==> src/rtl/joy_dir_pkg.sv <==
// Shared types and helpers for the joystick direction filter.
package joy_dir_pkg;

    typedef enum logic [1:0] {
        JM_PASS  = 2'd0,
        JM_FOUR  = 2'd1,
        JM_TWO_H = 2'd2,
        JM_TWO_V = 2'd3
    } joy_mode_e;

    localparam int unsigned DIR_UP    = 3;
    localparam int unsigned DIR_DOWN  = 2;
    localparam int unsigned DIR_LEFT  = 1;
    localparam int unsigned DIR_RIGHT = 0;

    function automatic logic [3:0] allowed_mask(joy_mode_e m);
        case (m)
            JM_TWO_H: allowed_mask = 4'b0011;
            JM_TWO_V: allowed_mask = 4'b1100;
            default:  allowed_mask = 4'b1111;
        endcase
    endfunction

    // One-hot of the highest set bit: up > down > left > right.
    function automatic logic [3:0] pick_hi(logic [3:0] v);
        pick_hi = '0;
        if (v[DIR_UP])         pick_hi[DIR_UP]    = 1'b1;
        else if (v[DIR_DOWN])  pick_hi[DIR_DOWN]  = 1'b1;
        else if (v[DIR_LEFT])  pick_hi[DIR_LEFT]  = 1'b1;
        else if (v[DIR_RIGHT]) pick_hi[DIR_RIGHT] = 1'b1;
    endfunction

endpackage

==> src/rtl/joy_dir_filter_if.sv <==
// Flat joystick buses between the hps_io side and the filter.
interface joy_dir_filter_if #(
    parameter int unsigned NUM_PLAYERS = 2
);
    logic [4*NUM_PLAYERS-1:0] dir_in;
    logic [2*NUM_PLAYERS-1:0] mode;
    logic [4*NUM_PLAYERS-1:0] dir_out;

    modport master (output dir_in, output mode, input dir_out);
    modport slave  (input dir_in, input mode, output dir_out);
endinterface

==> src/rtl/joy_dir_chan.sv <==
// One player channel: input sync, optional per-bit debounce, direction arbitration.
module joy_dir_chan
    import joy_dir_pkg::*;
#(
    parameter int unsigned DEBOUNCE_CYC = 0
) (
    input  logic      clk_sys,
    input  logic      reset,
    input  logic [3:0] i_dir,
    input  joy_mode_e i_mode,
    output logic [3:0] o_dir
);

    logic [3:0] r_raw;
    logic [3:0] r_prev;
    logic [3:0] r_act;
    joy_mode_e  r_mode_q;

    logic [3:0] w_db;
    logic [3:0] w_allowed;
    logic [3:0] w_h;
    logic [3:0] w_press;
    logic [3:0] w_next_act;

    if (DEBOUNCE_CYC == 0) begin : g_nodb
        assign w_db = r_raw;
    end else begin : g_db
        localparam int unsigned CW = $clog2(DEBOUNCE_CYC + 1);
        logic [3:0]         r_db;
        logic [3:0][CW-1:0] r_cnt;

        // A bit is accepted on the edge where its mismatch run reaches DEBOUNCE_CYC.
        always_ff @(posedge clk_sys) begin
            if (reset) begin
                r_db  <= '0;
                r_cnt <= '0;
            end else begin
                for (int b = 0; b < 4; b++) begin
                    if (r_raw[b] == r_db[b]) begin
                        r_cnt[b] <= '0;
                    end else if (r_cnt[b] == CW'(DEBOUNCE_CYC - 1)) begin
                        r_db[b]  <= r_raw[b];
                        r_cnt[b] <= '0;
                    end else begin
                        r_cnt[b] <= r_cnt[b] + CW'(1);
                    end
                end
            end
        end
        assign w_db = r_db;
    end

    always_ff @(posedge clk_sys) begin
        if (reset) begin
            r_raw    <= '0;
            r_prev   <= '0;
            r_act    <= '0;
            r_mode_q <= JM_PASS;
        end else begin
            r_raw    <= i_dir;
            r_prev   <= w_db;
            r_act    <= w_next_act;
            r_mode_q <= i_mode;
        end
    end

    // Newest press wins; a released active direction falls back to a held one.
    always_comb begin
        w_allowed  = allowed_mask(r_mode_q);
        w_h        = w_db & w_allowed;
        w_press    = w_h & ~r_prev;
        w_next_act = '0;
        if (i_mode != r_mode_q) begin
            w_next_act = '0;
        end else if (r_mode_q == JM_PASS) begin
            w_next_act = w_db;
        end else if (w_press != 4'b0000) begin
            w_next_act = pick_hi(w_press);
        end else if ((r_act & w_h) != 4'b0000) begin
            w_next_act = r_act;
        end else if (w_h != 4'b0000) begin
            w_next_act = pick_hi(w_h);
        end
    end

    assign o_dir = r_act;

endmodule

==> src/rtl/joy_dir_filter.sv <==
// Multi-player joystick direction filter; slices the flat buses into per-player channels.
module joy_dir_filter
    import joy_dir_pkg::*;
#(
    parameter int unsigned NUM_PLAYERS  = 2,
    parameter int unsigned DEBOUNCE_CYC = 0
) (
    input  logic             clk_sys,
    input  logic             reset,
    joy_dir_filter_if.slave  bus
);

    logic [4*NUM_PLAYERS-1:0] w_dir_out;

    for (genvar p = 0; p < NUM_PLAYERS; p++) begin : g_chan
        joy_dir_chan #(
            .DEBOUNCE_CYC (DEBOUNCE_CYC)
        ) u_chan (
            .clk_sys (clk_sys),
            .reset   (reset),
            .i_dir   (bus.dir_in[4*p +: 4]),
            .i_mode  (joy_mode_e'(bus.mode[2*p +: 2])),
            .o_dir   (w_dir_out[4*p +: 4])
        );
    end

    assign bus.dir_out = w_dir_out;

endmodule

==> src/flat_wrapper.sv <==
// flat-port wrapper written by rule: the top's interface ports become plain ports
module joy_dir_filter_flat import joy_dir_pkg::*;
#(
    parameter int unsigned NUM_PLAYERS  = 2,
    parameter int unsigned DEBOUNCE_CYC = 0
)
  (clk_sys, reset, bus_dir_in, bus_mode, bus_dir_out);
  joy_dir_filter_if #(.NUM_PLAYERS(NUM_PLAYERS)) bus_i ();
  input  logic clk_sys;
  input  logic reset;
  input wire logic [$bits(bus_i.dir_in)-1:0] bus_dir_in;
  input wire logic [$bits(bus_i.mode)-1:0] bus_mode;
  output wire logic [$bits(bus_i.dir_out)-1:0] bus_dir_out;
  assign bus_i.dir_in = bus_dir_in;
  assign bus_i.mode = bus_mode;
  assign bus_dir_out = bus_i.dir_out;
  joy_dir_filter #(.NUM_PLAYERS(NUM_PLAYERS), .DEBOUNCE_CYC(DEBOUNCE_CYC)) u_core (.clk_sys(clk_sys), .reset(reset), .bus(bus_i));
endmodule
==> config.mk <==
export PLATFORM = sky130hd
export DESIGN_NAME = joy_dir_filter_flat
export DESIGN_NICKNAME = d
export VERILOG_FILES = /design/src/rtl/joy_dir_pkg.sv /design/src/rtl/joy_dir_filter_if.sv /design/src/rtl/joy_dir_chan.sv /design/src/rtl/joy_dir_filter.sv /design/src/flat_wrapper.sv
export SDC_FILE = /design/constraint.sdc
export NUM_CORES = 1
export LEC_CHECK = 0
export BUFFER_PORTS_ARGS = -buffer_cell sky130_fd_sc_hd__buf_2
export CAP_MARGIN = 20
export CELL_PAD_IN_SITES_DETAIL_PLACEMENT = 1
export CELL_PAD_IN_SITES_GLOBAL_PLACEMENT = 1
export CORE_MARGIN = 3
export CORE_UTILIZATION = 37
export DETAILED_ROUTE_END_ITERATION = 10
export PLACE_DENSITY_LB_ADDON = 0.15
export SLEW_MARGIN = 20
export SYNTH_ARGS = -nofsm -noshare
export SYNTH_HDL_FRONTEND = slang
export SYNTH_SLANG_ARGS = --single-unit
==> constraint.sdc <==
create_clock -name clk_sys -period 1.7 [get_ports clk_sys]
set_clock_uncertainty 0.1 [all_clocks]
set_input_delay 0.085 -clock clk_sys [delete_from_list [all_inputs] [get_ports clk_sys]]
set_output_delay 0.085 -clock clk_sys [all_outputs]
set_load 0.02 [all_outputs]
# Word level (Yosys, flattened, before mapping)
# Index checks and enable logic that the tools add are counted.
word_totals:
  word_cells: 72
  out_inout_bits: 8
  inputBits: 14
  register_bits: 28
op_classes:
  n_reduce_logical: 10
  n_mux: 38
  n_eq_ne: 8
  bitwise: 8
op_table:
  columns: ["cell", "n"]
  rows:
  - ["4-bit 2-to-1 mux", 8]
  - ["4-bit bitwise AND", 6]
  - ["4-bit nonzero test", 6]
  - ["1-bit 2-to-1 mux", 20]
  - ["4-bit one-hot mux with 2 select lines", 2]
  - ["3-bit 2-to-1 mux", 4]
  - ["2-bit == test (second input constant)", 4]
  - ["2-bit 2-to-1 mux", 4]
  - ["4-bit NOT", 2]
  - ["3-bit != test (second input constant)", 2]
  - ["2-bit logical NOT", 2]
  - ["2-bit != test", 2]
  - ["2-bit OR reduction", 2]

# Depth between registers and ports, before layout
# Gate-level depths: netlist of the first run.
logic_depth:
  ltp_word: 11
  ltp_mapped: 6
  mapped_depth_nobuf: 5

# By module
# From an unflattened synthesis of the first run, not the netlist that was laid out.
hier_totals:
  cells_unflattened: 154
  hier_area_um2: 1406.3
modules_own_cells:
  columns: ["mod", "cells_each", "instances", "area_per_inst_um2"]
  rows:
  - ["joy_dir_chan", 77, 2, 703.2]

# Least setup slack after synthesis of the first run
# No wires, ideal clock.
synth_path:
  path_kind: "flip-flop to flip-flop"
  start: "register u_core.g_chan[0].u_chan.r_mode_q[0]"
  end: "register u_core.g_chan[0].u_chan.r_act[2]"
  path_stages_with_launch: 6
  t_required_ns: 1.526
  period_less_slack_ns: 1.720
  n_path_buf: 0
  path_slack_ns: -0.020
  arrival_ns: 1.546
  cell_sequence: "dfxtp_1 > and2b_4 > a2bb2o_4 > o211a_4 > or4b_1 > a31oi_1"
synth_between:
  elab_chain_len: 9
  elab_cells_between_ends: 21
  cone_classes: "eq/ne (4); mux (9); bitwise (3); reduce/logical (5)"
synth_rtl:
  columns: ["item", "line", "rtl"]
  rows:
  - ["from (decl)", "joy_dir_chan.sv:17", "joy_mode_e r_mode_q;"]
  - ["from (signal assigned)", "joy_dir_chan.sv:63", "r_mode_q <= i_mode;"]
  - ["2-bit == test", "joy_dir_pkg.sv:17", "case (m)"]
  - ["4-bit one-hot mux with 2 select lines", "joy_dir_pkg.sv:17", null]
  - ["4-bit bitwise AND", "joy_dir_chan.sv:70", "w_h = w_db & w_allowed;"]
  - ["1-bit 2-to-1 mux", "joy_dir_pkg.sv:28", "else if (v[DIR_DOWN]) pick_hi[DIR_DOWN] = 1'b1;"]
  - ["3-bit 2-to-1 mux", "joy_dir_pkg.sv:27", "if (v[DIR_UP]) pick_hi[DIR_UP] = 1'b1;"]
  - ["4-bit 2-to-1 mux", "joy_dir_chan.sv:81", "end else if (w_h != 4'b0000) begin"]
  - ["4-bit 2-to-1 mux", "joy_dir_chan.sv:79", "end else if ((r_act & w_h) != 4'b0000) begin"]
  - ["4-bit 2-to-1 mux", "joy_dir_chan.sv:77", "end else if (w_press != 4'b0000) begin"]
  - ["4-bit 2-to-1 mux", "joy_dir_chan.sv:75", "end else if (r_mode_q == JM_PASS) begin"]
  - ["to (signal assigned)", "joy_dir_chan.sv:62", "r_act <= w_next_act;"]
  - ["to (decl)", "joy_dir_chan.sv:16", "logic [3:0] r_act;"]
# Parallel ways exist; a longest one is shown, timed or not. The select of a mux whose other input is x is not followed.
# A chain may end at the register's enable or synchronous reset.

# Worst setup path in the final report of the first run
layout_path:
  start: "register u_core.g_chan[0].u_chan.r_raw[1]"
  end: "register u_core.g_chan[0].u_chan.r_act[2]"
layout_between:
  elab_chain_len: 6
  elab_cells_between_ends: 11
  cone_classes: "eq/ne (1); mux (4); bitwise (3); reduce/logical (3)"
layout_rtl:
  columns: ["item", "line", "rtl"]
  rows:
  - ["from (decl)", "joy_dir_chan.sv:14", "logic [3:0] r_raw;"]
  - ["from (signal assigned)", "joy_dir_chan.sv:60", "r_raw <= i_dir;"]
  - ["4-bit bitwise AND (*)", "joy_dir_chan.sv:70", null]
  - ["4-bit nonzero test", "joy_dir_chan.sv:81", null]
  - ["4-bit 2-to-1 mux", "joy_dir_chan.sv:81", null]
  - ["4-bit 2-to-1 mux", "joy_dir_chan.sv:79", null]
  - ["4-bit 2-to-1 mux", "joy_dir_chan.sv:77", null]
  - ["4-bit 2-to-1 mux", "joy_dir_chan.sv:75", null]
# Mark *: on every way between the ends. The rest lies on a longest branch, timed or not. The select of a mux whose other input is x is not followed.

==> impl_metrics.py, run 1 <==
metrics = {
    "logic_synthesis": {
        "synth.most_common_cell": "dfxtp_1",
        "netlist_area_mm2": 0.00134,
        "yosysWarnings": 0,
        "syn_inst": 148,
        "ys_types": 40,
        "synth-edff-count": 0,
        "synth_area_leaders": "dfxtp_1 (42%), nor2b_1 (11%), a32oi_1 (3.3%)",
        "syn_nets": 162,
        "synthFlopType": "dfxtp_1",
        "seq_area_frac_synth_pct": 41.9,
        "syn_area_per_cell_um2": 9.05,
        "synth_top_cell_by_area": "dfxtp_1",
        "synth_common_cells": "dfxtp_1 (28), nor2b_1 (24), nand2_1 (11)",
        "ys_ff_latch": 28,
        "async_reset_ff_share_pct": 0,
        "synth_top_area_share_pct": 41.9,
    },
    "clock_tree": {
        "cts_tree": "built",
        "clkSlewWorstSetupHoldPaths_ns": 0.15,
        "cts_htree_levels": 1,
        "clock_latency_ns": 0.34,
        "cts_buffers": 3,
        "clock_sinks": 28,
        "clockBufferDepth": 2,
        "cts_root_buf": "clkbuf_4",
    },
    "placement": {
        "io_buffers": 21,
        "post-dp-hpwl_um": 2880,
        "routabilityCongestion": 0.868,
    },
    "floorplanning": {
        "dieArea_mm2": 0.00438,
        "dieHeight_um": 66.2,
        "rows": 21,
        "core_mm2": 0.00342,
        "start_util_pct": 39.2,
        "num_io_pins": 22,
        "die_w_um": 66.2,
    },
    "routing": {
        "wl_per_cell_um": 16.5,
        "drt_iter0_markers": 40,
        "drt-total-wl_um": 4270,
        "viasPerCell": 5.26,
        "dr.pass1.iters": 4,
        "drc": 0,
        "dr_total_vias": 1356,
        "ant_nets": 0,
    },
    "sta": {
        "period_share_pct": 109,
        "relSlewSlack_pct": 66.9,
        "rsz0062_at_grt": "true",
        "maxSlewViolCount": 0,
        "worst_pin_slew_ns": 0.492,
        "max_freq_mhz": 537,
        "whs_ns": 0.380,
        "fin_ws_ns": -0.161,
        "period_needed_ns": 1.86,
        "setup_viol": 1,
        "finalHoldViolations": 0,
    },
    "pwr": {
        "swShare_pct": 25.2,
        "clkPwrFrac_pct": 31.0,
        "switchingPower_uw": 357,
        "intPower_mw": 1.06,
        "pwr-share-comb_pct": 18.7,
        "p_total_mw": 1.42,
        "seq_power_share_pct": 50.2,
        "peakVddDrop_v": 0.000356,
        "p_per_area_mw_per_mm2": 708,
        "p_leak_nw": 0.834,
    },
    "grt": {
        "grt_first_pass_wirelength_um": 6640,
        "antenna_found_initial": 0,
        "gr-total-overflow": 0,
        "grt_max_degree": 26,
        "grt_pass1_vias": 1411,
        "track_usage_pct": 19.7,
    },
    "critical_path": {
        "crit_fanout": 4,
        "crit_path_start_kind": "flip-flop",
        "crit_arrival_ns": 2.04,
        "endpoint_kind": "flip-flop",
        "worstPathRequired_ns": 1.88,
        "critPathKind": "flip-flop to flip-flop",
    },
    "final_layout": {
        "drive_gt1_share_pct": 38.7,
        "seq_area_um2": 583,
        "antenna-diode-count": 0,
        "final.fill_count": 400,
        "multi_input_area_um2": 826,
        "nNetsFinal": 227,
        "fin_util_pct": 58.6,
        "area_growth_pct": 49.5,
    },
    "min_path": {
        "hold_class": "input port to flip-flop",
    },
    "run_status": {
        "status": "complete, but fails checks",
        "violations": "setup timing",
    },
    "run": {
        "cap_violations": 0,
    },
}
flip-flops by register name (all words and copies together), names as in the netlist:
signal and count:
u_core.g_chan.u_chan.o_dir 8, u_core.g_chan.u_chan.r_mode_q 4, u_core.g_chan.u_chan.r_prev 8, u_core.g_chan.u_chan.r_raw 8
stage by stage:
step                worst slack, ns  TNS (ns)  instance area, um^2  std cells
global route                 -0.251    -0.349                 2000        258
finish                       -0.161    -0.161                 2000        258
detailed placement          -0.0972    -0.441                 1670        235
floorplan                  -0.00409  -0.00409                 1350        148
CTS                          -0.107    -0.138                 1890        253
global placement            -0.0666   -0.0789                 1670        235
layer usage:
layer	wire (um)	share of wire, %	global-route usage, %
met5	0	0	0
met4	77	1.8	3.81
met3	110	2.6	3.57
met2	2300	54	37.1
met1	1780	42	23.1
layout by cell type, fill, tap and decap left out, types with 2 or more instances in the layout:
cell type and n:
buf_4 29, nor2b_1 23, buf_2 21, dfxtp_1 20, dlygate4sd3_1 13, nand2_1 11, nor2_1 7, nand2b_1 5
o21ai_0 5, dfxtp_4 5, nand3b_1 4, xor2_1 4, a31oi_1 4, nand3_1 4, a32oi_1 4, a21oi_1 3
clkbuf_4 3, dfxtp_2 3, inv_1 2, a22oi_1 2, nand4bb_1 2, o22a_1 2, a21oi_2 2, o22ai_1 2
nor3_1 2, buf_6 2
final timing paths:
| check | cells after the start | start | slack [ns] | end |
|---|---|---|---|---|
| worst min-delay path | 3 | bus_dir_in[5] | 0.38 | u_core.g_chan[1].u_chan.r_raw[1]$_SDFF_PP0_ |
| worst max-delay path | 6 | u_core.g_chan[0].u_chan.r_raw[1]$_SDFF_PP0_ | -0.16 | u_core.g_chan[0].u_chan.o_dir[2]$_SDFFE_PP0P_ |
| worst min register to register | 1 | u_core.g_chan[0].u_chan.r_raw[1]$_SDFF_PP0_ | 0.40 | u_core.g_chan[0].u_chan.r_prev[1]$_SDFF_PP0_ |
| worst max register to register | 6 | u_core.g_chan[0].u_chan.r_raw[1]$_SDFF_PP0_ | -0.16 | u_core.g_chan[0].u_chan.o_dir[2]$_SDFFE_PP0P_ |
worst max-delay path, stage by stage (launching register included):
cell	delay (ns)
dfxtp_2	0.36
nor2b_1	0.15
buf_4	0.14
o211ai_1	0.24
a21oi_1	0.15
or4b_1	0.52
a31oi_1	0.14
power groups by stage:
stage | clock network, mW | registers, mW | logic (mW)
3_5_place_dp | 0 | 0.728 | 0.198
6_report | 0.440 | 0.712 | 0.266
4_1_cts | 0.451 | 0.713 | 0.234
5_1_grt | 0.479 | 0.717 | 0.288
2_1_floorplan | 0 | 0.723 | 0.111
3_3_place_gp | 0 | 0.725 | 0.190
cell type report:
type | instances | area share [%]
multi-input cells | 113 | 41.3
flip-flops and latches | 28 | 29.1
repair buffers | 65 | 23.8
well taps | 46 | 2.88
clock inverters | 1 | 1.50
clock buffers | 3 | 1.13
inverters | 2 | 0.375
logic make-up after synthesis:
kind of cell / Yosys count / share of synthesized area (%)
AOI/OAI and AO/OA: 40 / 22.7
xor gates and xnor gates: 4 / 2.62
buffers and inverters: 7 / 2.34
DFF: 28 / 41.9
and+or+nand+nor: 69 / 30.5
repair_timing:
item | in CTS | in global routing
gates cloned | 0 | 0
buffers inserted | 1 | 5
hold buffers | 13 | 0
gates resized for setup | 13 | 21
endpoints found under the setup margin | 8 | 8
hold endpoints to repair | 13 | 0
pin swaps | 2 | 8
(Power assumes the default switching activity.)
==> inputs of run 2 (changes only) <==
Settings changed: TNS_END_PERCENT set to 5.
==> run 2 against run 1 <==
Against the previous run: the run still ends with setup timing left; sequential power is essentially flat; worst hold slack gained 0.0062 ns; setup slack gained 0.00086 ns; sequential share of layout area grew 0.95 points; combinational power shrank 9.4%; core utilization shrank 2.5 points; largest cell class unchanged.
==> impl_metrics.py, run 2 (synthesis gave the netlist of run 1 again) <==
metrics = {
    "sta": {
        "fin_ws_ns": -0.160,
        "final.setup.tns_ns": -0.160,
        "rsz0062_at_grt": "true",
        "period_needed_ns": 1.86,
        "max_freq_mhz": 538,
        "maxSlewViolCount": 0,
        "relSlewSlack_pct": 66.3,
        "finalHoldViolations": 0,
        "setup_viol": 1,
        "worst_pin_slew_ns": 0.500,
        "period_share_pct": 109,
    },
    "floorplanning": {
        "dieHeight_um": 66.2,
        "rows": 21,
        "num_io_pins": 22,
        "start_util_pct": 39.2,
        "die_w_um": 66.2,
        "core_mm2": 0.00342,
        "dieArea_mm2": 0.00438,
    },
    "placement": {
        "dp.cells": 235,
        "routabilityCongestion": 0.868,
        "post_dp_cell_area_mm2": 0.00167,
        "post-dp-hpwl_um": 2880,
        "io_buffers": 21,
    },
    "critical_path": {
        "r2r_end": "u_core.g_chan[0].u_chan.o_dir[2]$_SDFFE_PP0P_",
        "worstPathRequired_ns": 1.87,
        "reg2reg_slack_ns": -0.16,
        "r2r-start": "u_core.g_chan[0].u_chan.r_raw[1]$_SDFF_PP0_",
        "crit_fanout": 4,
        "reg2regPathDepth": 6,
        "crit_path_start_kind": "flip-flop",
        "crit_arrival_ns": 2.03,
        "critPathKind": "flip-flop to flip-flop",
        "endpoint_kind": "flip-flop",
    },
    "clock_tree": {
        "clock_sinks": 28,
        "cts_root_buf": "clkbuf_4",
        "cts_htree_levels": 1,
        "clockBufferDepth": 2,
        "clkSlewWorstSetupHoldPaths_ns": 0.15,
        "clock_latency_ns": 0.33,
        "cts_tree": "built",
        "cts_buffers": 3,
    },
    "pwr": {
        "p_leak_nw": 0.803,
        "p_per_area_mw_per_mm2": 726,
        "peakVddDrop_v": 0.000427,
        "p_total_mw": 1.39,
    },
    "final_layout": {
        "drive_gt1_share_pct": 34.3,
        "final_cell_mix": "buf_4 (26), nor2b_1 (23), buf_2 (21), dfxtp_1 (21), dlygate4sd3_1 (13)",
        "stdcell_count": 253,
        "final_common_cell": "buf_4",
        "stdcell_area_mm2": 0.00192,
        "final.fill_count": 403,
        "antenna-diode-count": 0,
        "nNetsFinal": 222,
        "fin_util_pct": 56.2,
        "area_growth_pct": 43.3,
    },
    "run_status": {
        "status": "complete, but fails checks",
        "violations": "setup timing",
    },
    "min_path": {
        "whs_endpoint": "u_core.g_chan[0].u_chan.r_raw[3]$_SDFF_PP0_",
        "hp-start": "bus_dir_in[3]",
        "hold_depth": 3,
        "hold_class": "input port to flip-flop",
    },
    "routing": {
        "drt-total-wl_um": 3970,
        "viasPerCell": 5.32,
        "ant_nets": 0,
        "drc": 0,
        "wl_per_cell_um": 15.7,
        "drt_iter0_markers": 64,
        "dr_total_vias": 1346,
        "dr.pass1.iters": 4,
    },
    "grt": {
        "gr-total-overflow": 0,
        "antenna_found_initial": 0,
        "track_usage_pct": 19.7,
        "grt_pass1_vias": 1414,
        "grt_first_pass_wirelength_um": 6640,
        "grt_max_degree": 26,
    },
    "run": {
        "cap_violations": 0,
    },
}
run 2: cell types whose count changed in the layout (fill, tap and decap cells not counted), sizes merged:
cell,delta
buf,-5
run 2: per-stage QoR:
stage               hold slack, ns  setup slack [ns]
finish                       0.386            -0.160
global route                 0.383            -0.303
CTS                          0.374            -0.107
detailed placement           0.205           -0.0972
global placement             0.197           -0.0666
floorplan                   0.0677          -0.00409
run 2: timing repair:
| item | CTS | global route |
|---|---|---|
| endpoints found under the hold margin | 13 | 0 |
| resized for setup | 12 | 11 |
| pin swaps | 1 | 1 |
| setup endpoints to repair | 8 | 8 |
| hold buffers | 13 | 0 |
| setup buffers | 1 | 0 |
run 2: how the worst max path moves through the flow:
stage | start | endpoint | depth (start not counted)
finish | u_core.g_chan[0].u_chan.r_raw[1]$_SDFF_PP0_ | u_core.g_chan[0].u_chan.o_dir[2]$_SDFFE_PP0P_ | 6
detailed placement | u_core.g_chan[0].u_chan.r_raw[2]$_SDFF_PP0_ | u_core.g_chan[0].u_chan.o_dir[2]$_SDFFE_PP0P_ | 5
global placement | u_core.g_chan[0].u_chan.r_raw[2]$_SDFF_PP0_ | u_core.g_chan[0].u_chan.o_dir[2]$_SDFFE_PP0P_ | 5
floorplan | u_core.g_chan[0].u_chan.r_mode_q[1]$_SDFF_PP0_ | u_core.g_chan[0].u_chan.o_dir[2]$_SDFFE_PP0P_ | 6
global route | u_core.g_chan[0].u_chan.r_raw[1]$_SDFF_PP0_ | u_core.g_chan[0].u_chan.o_dir[2]$_SDFFE_PP0P_ | 6
CTS | u_core.g_chan[0].u_chan.r_raw[2]$_SDFF_PP0_ | u_core.g_chan[0].u_chan.o_dir[2]$_SDFFE_PP0P_ | 5
run 2: per-layer routing:
layer  wire (um)  up-vias  global-route usage, %  share of wire, %
met5           0        -                      0                 0
met4          51        0                   3.81               1.3
met3         123        6                   3.57               3.1
met2        2050       29                   37.1                52
met1        1750      653                   23.1                44
li1            -      658                      -                 -
run 2: report_power, final:
group	switching, mW	leakage, nW	internal (mW)
logic	0.114	0.542	0.127
registers	0.0303	0.233	0.684
clock network	0.199	0.0279	0.239
total	0.343	0.803	1.05
run 2: worst max-delay path, cell delays in order (launching register included):
cell and delay (ns):
dfxtp_1 0.36, nor2b_1 0.16, buf_4 0.14, o211ai_1 0.24, a21oi_1 0.14, or4b_1 0.52
a31oi_1 0.15
run 2: area by class of cell:
cell class | count | area [um^2] | area share [%]
Clock buffer | 3 | 22.5 | 1.17
Inverter | 2 | 7.51 | 0.391
Tap cell | 46 | 57.6 | 3.00
Clock inverter | 1 | 30.0 | 1.57
Multi-Input combinational cell | 113 | 793 | 41.4
Sequential cell | 28 | 577 | 30.1
Timing Repair Buffer | 60 | 430 | 22.4
==> inputs of run 3 (changes only) <==
Settings changed: CAP_MARGIN 20 to unset, CORE_UTILIZATION 37 to 41.
Clock period 1.7 ns to 1.9 ns, I/O delays scaled along.
==> run 3 against run 2 <==
Against the previous run: the flow now finishes without violations; critical path type unchanged; count of clock-buffer cells in the layout unchanged; clock power is 11% lower; largest power group unchanged; largest cell class unchanged; global-route usage shrank 1.2 points; design area is 9.2% lower.
==> impl_metrics.py, run 3 (synthesis gave the netlist of run 1 again) <==
metrics = {
    "run_status": {
        "status": "finished, final reports clean",
    },
    "critical_path": {
        "r2r-start": "u_core.g_chan[0].u_chan.r_mode_q[1]$_SDFF_PP0_",
        "reg2regPathDepth": 5,
        "endpoint_kind": "flip-flop",
        "crit_path_start_kind": "flip-flop",
        "crit_arrival_ns": 1.96,
        "crit_path_top_delay_cell": "a2111o_1",
        "r2r_end": "u_core.g_chan[0].u_chan.o_dir[3]$_SDFFE_PP0P_",
        "critPathMaxStageDelay_ns": 0.41,
        "reg2reg_slack_ns": 0.11,
        "worstPathRequired_ns": 2.07,
        "critPathKind": "flip-flop to flip-flop",
        "cp_num_buf_inv": 1,
        "cp_top_family": "compound AO/OA/AOI/OAI gates",
        "path_cells": "buf_4, xor2_1, or3_1, a2111o_1, o21ai_0",
        "crit_fanout": 5,
    },
    "pwr": {
        "p_per_area_mw_per_mm2": 693,
        "p_leak_nw": 0.699,
        "seq_power_share_pct": 53.2,
        "swShare_pct": 23.9,
        "peakVddDrop_v": 0.000544,
        "intPower_uw": 919,
        "pwr-share-comb_pct": 14.6,
        "switchingPower_uw": 289,
        "p_total_mw": 1.21,
        "clkPwrFrac_pct": 32.2,
    },
    "clock_tree": {
        "cts_htree_levels": 1,
        "clock_sinks": 28,
        "post_cts_buffers": 0,
        "cts_buffers": 3,
        "clkSlewWorstSetupHoldPaths_ns": 0.15,
        "clock_latency_ns": 0.33,
        "clockBufferDepth": 2,
        "cts_root_buf": "clkbuf_4",
        "cts_tree": "built",
    },
    "run": {
        "cap_violations": 0,
    },
    "min_path": {
        "hold_depth": 3,
        "whs_endpoint": "u_core.g_chan[0].u_chan.r_raw[0]$_SDFF_PP0_",
        "hp-start": "bus_dir_in[0]",
        "hold_class": "input port to flip-flop",
    },
    "floorplanning": {
        "start_util_pct": 43.5,
        "num_io_pins": 22,
        "dieArea_mm2": 0.00399,
        "rows": 20,
        "die_w_um": 63.1,
        "dieHeight_um": 63.1,
        "core_mm2": 0.00308,
    },
    "sta": {
        "maxSlewViolCount": 0,
        "setup_viol": 0,
        "final.setup.tns_ns": 0,
        "period_needed_ns": 1.79,
        "max_freq_mhz": 557,
        "worst_pin_slew_ns": 0.420,
        "finalHoldViolations": 0,
        "period_share_pct": 94.5,
        "relSlewSlack_pct": 71.7,
    },
    "grt": {
        "grt_max_degree": 26,
        "antenna_found_initial": 0,
        "gr-total-overflow": 0,
        "grt_pass1_vias": 1309,
        "track_usage_pct": 18.5,
        "grt_first_pass_wirelength_um": 5990,
    },
    "placement": {
        "routabilityCongestion": 0.838,
        "post-dp-hpwl_um": 2520,
        "io_buffers": 21,
        "dp.cells": 218,
    },
    "routing": {
        "ant_nets": 0,
        "wl_per_cell_um": 14.6,
        "viasPerCell": 5.33,
        "drt_iter0_markers": 54,
        "dr.pass1.iters": 4,
        "drt-total-wl_um": 3430,
        "dr_total_vias": 1253,
        "drc": 0,
    },
    "final_layout": {
        "antenna-diode-count": 0,
        "final_common_cell": "nor2b_1",
        "multi_input_area_um2": 749,
        "nNetsFinal": 206,
        "area_growth_pct": 30.1,
        "final_cell_mix": "nor2b_1 (24), dfxtp_1 (23), buf_2 (21)",
        "final.fill_count": 385,
        "seq_area_um2": 567,
        "stdcell_count": 235,
        "drive_gt1_share_pct": 23.6,
        "fin_util_pct": 56.6,
    },
}
-- run 3: worst register-to-register path, delay by kind of cell, from the launching register on --
| kind | cells | cell delay, ns |
|---|---|---|
| simple gates | 1 | 0.40 |
| compound gates | 2 | 0.55 |
| buf+inv | 1 | 0.17 |
| xor+xnor | 1 | 0.13 |
| flops | 1 | 0.38 |
-- run 3: cell type report --
| cell class | instances | share of cell area [%] |
|---|---|---|
| tap | 44 | 3.16 |
| multi-input combinational | 113 | 43.0 |
| clock buffer | 3 | 1.29 |
| sequential | 28 | 32.5 |
| clock inverter | 1 | 1.72 |
| timing repair buffer | 44 | 17.8 |
| inverter | 2 | 0.431 |
-- run 3: worst max-delay path by stage --
stage | start | end | slack (ns) | cells after the start
2_1_floorplan | u_core.g_chan[0].u_chan.r_mode_q[0]$_SDFF_PP0_ | u_core.g_chan[0].u_chan.o_dir[2]$_SDFFE_PP0P_ | 0.18 | 5
6_report | u_core.g_chan[0].u_chan.r_mode_q[1]$_SDFF_PP0_ | u_core.g_chan[0].u_chan.o_dir[3]$_SDFFE_PP0P_ | 0.11 | 5
3_5_place_dp | u_core.g_chan[0].u_chan.r_raw[2]$_SDFF_PP0_ | u_core.g_chan[0].u_chan.o_dir[2]$_SDFFE_PP0P_ | 0.08 | 5
4_1_cts | u_core.g_chan[0].u_chan.r_raw[2]$_SDFF_PP0_ | u_core.g_chan[0].u_chan.o_dir[2]$_SDFFE_PP0P_ | 0.05 | 5
5_1_grt | u_core.g_chan[0].u_chan.r_raw[3]$_SDFF_PP0_ | u_core.g_chan[0].u_chan.o_dir[0]$_SDFFE_PP0P_ | -0.002 | 6
3_3_place_gp | u_core.g_chan[0].u_chan.r_mode_q[1]$_SDFF_PP0_ | u_core.g_chan[0].u_chan.o_dir[1]$_SDFFE_PP0P_ | 0.03 | 6
-- run 3: power groups by stage --
stage / clock (mW) / sequential, mW / combinational (mW)
finish: 0.389 / 0.642 / 0.176
global route: 0.438 / 0.647 / 0.196
CTS: 0.400 / 0.640 / 0.176
detailed placement: 0 / 0.653 / 0.154
global placement: 0 / 0.651 / 0.147
floorplan: 0 / 0.646 / 0.0983
-- run 3: metrics by stage --
stage / cell area (um^2) / setup slack, ns / hold slack, ns
floorplan: 1340 / 0.180 / 0.0777
global placement: 1550 / 0.0336 / 0.201
detailed placement: 1550 / 0.0819 / 0.215
CTS: 1730 / 0.0496 / 0.392
global route: 1740 / -0.00221 / 0.390
finish: 1740 / 0.105 / 0.402
-- run 3: what timing repair did --
item / in CTS / in global routing
hold buffers: 13 / 0
hold endpoints to repair: 13 / 0
resized for setup: 0 / 7
endpoints found under the setup margin: 0 / 7
-- run 3: layer usage --
metal / GRT usage (%) / part of all wire [%] / vias up / routed length (um)
li1: - / - / 626 / -
met1: 23.6 / 47 / 604 / 1610
met2: 32.1 / 49 / 21 / 1690
met3: 4.46 / 3.0 / 2 / 104
met4: 2.48 / 0.55 / 0 / 19
met5: 0 / 0 / - / 0
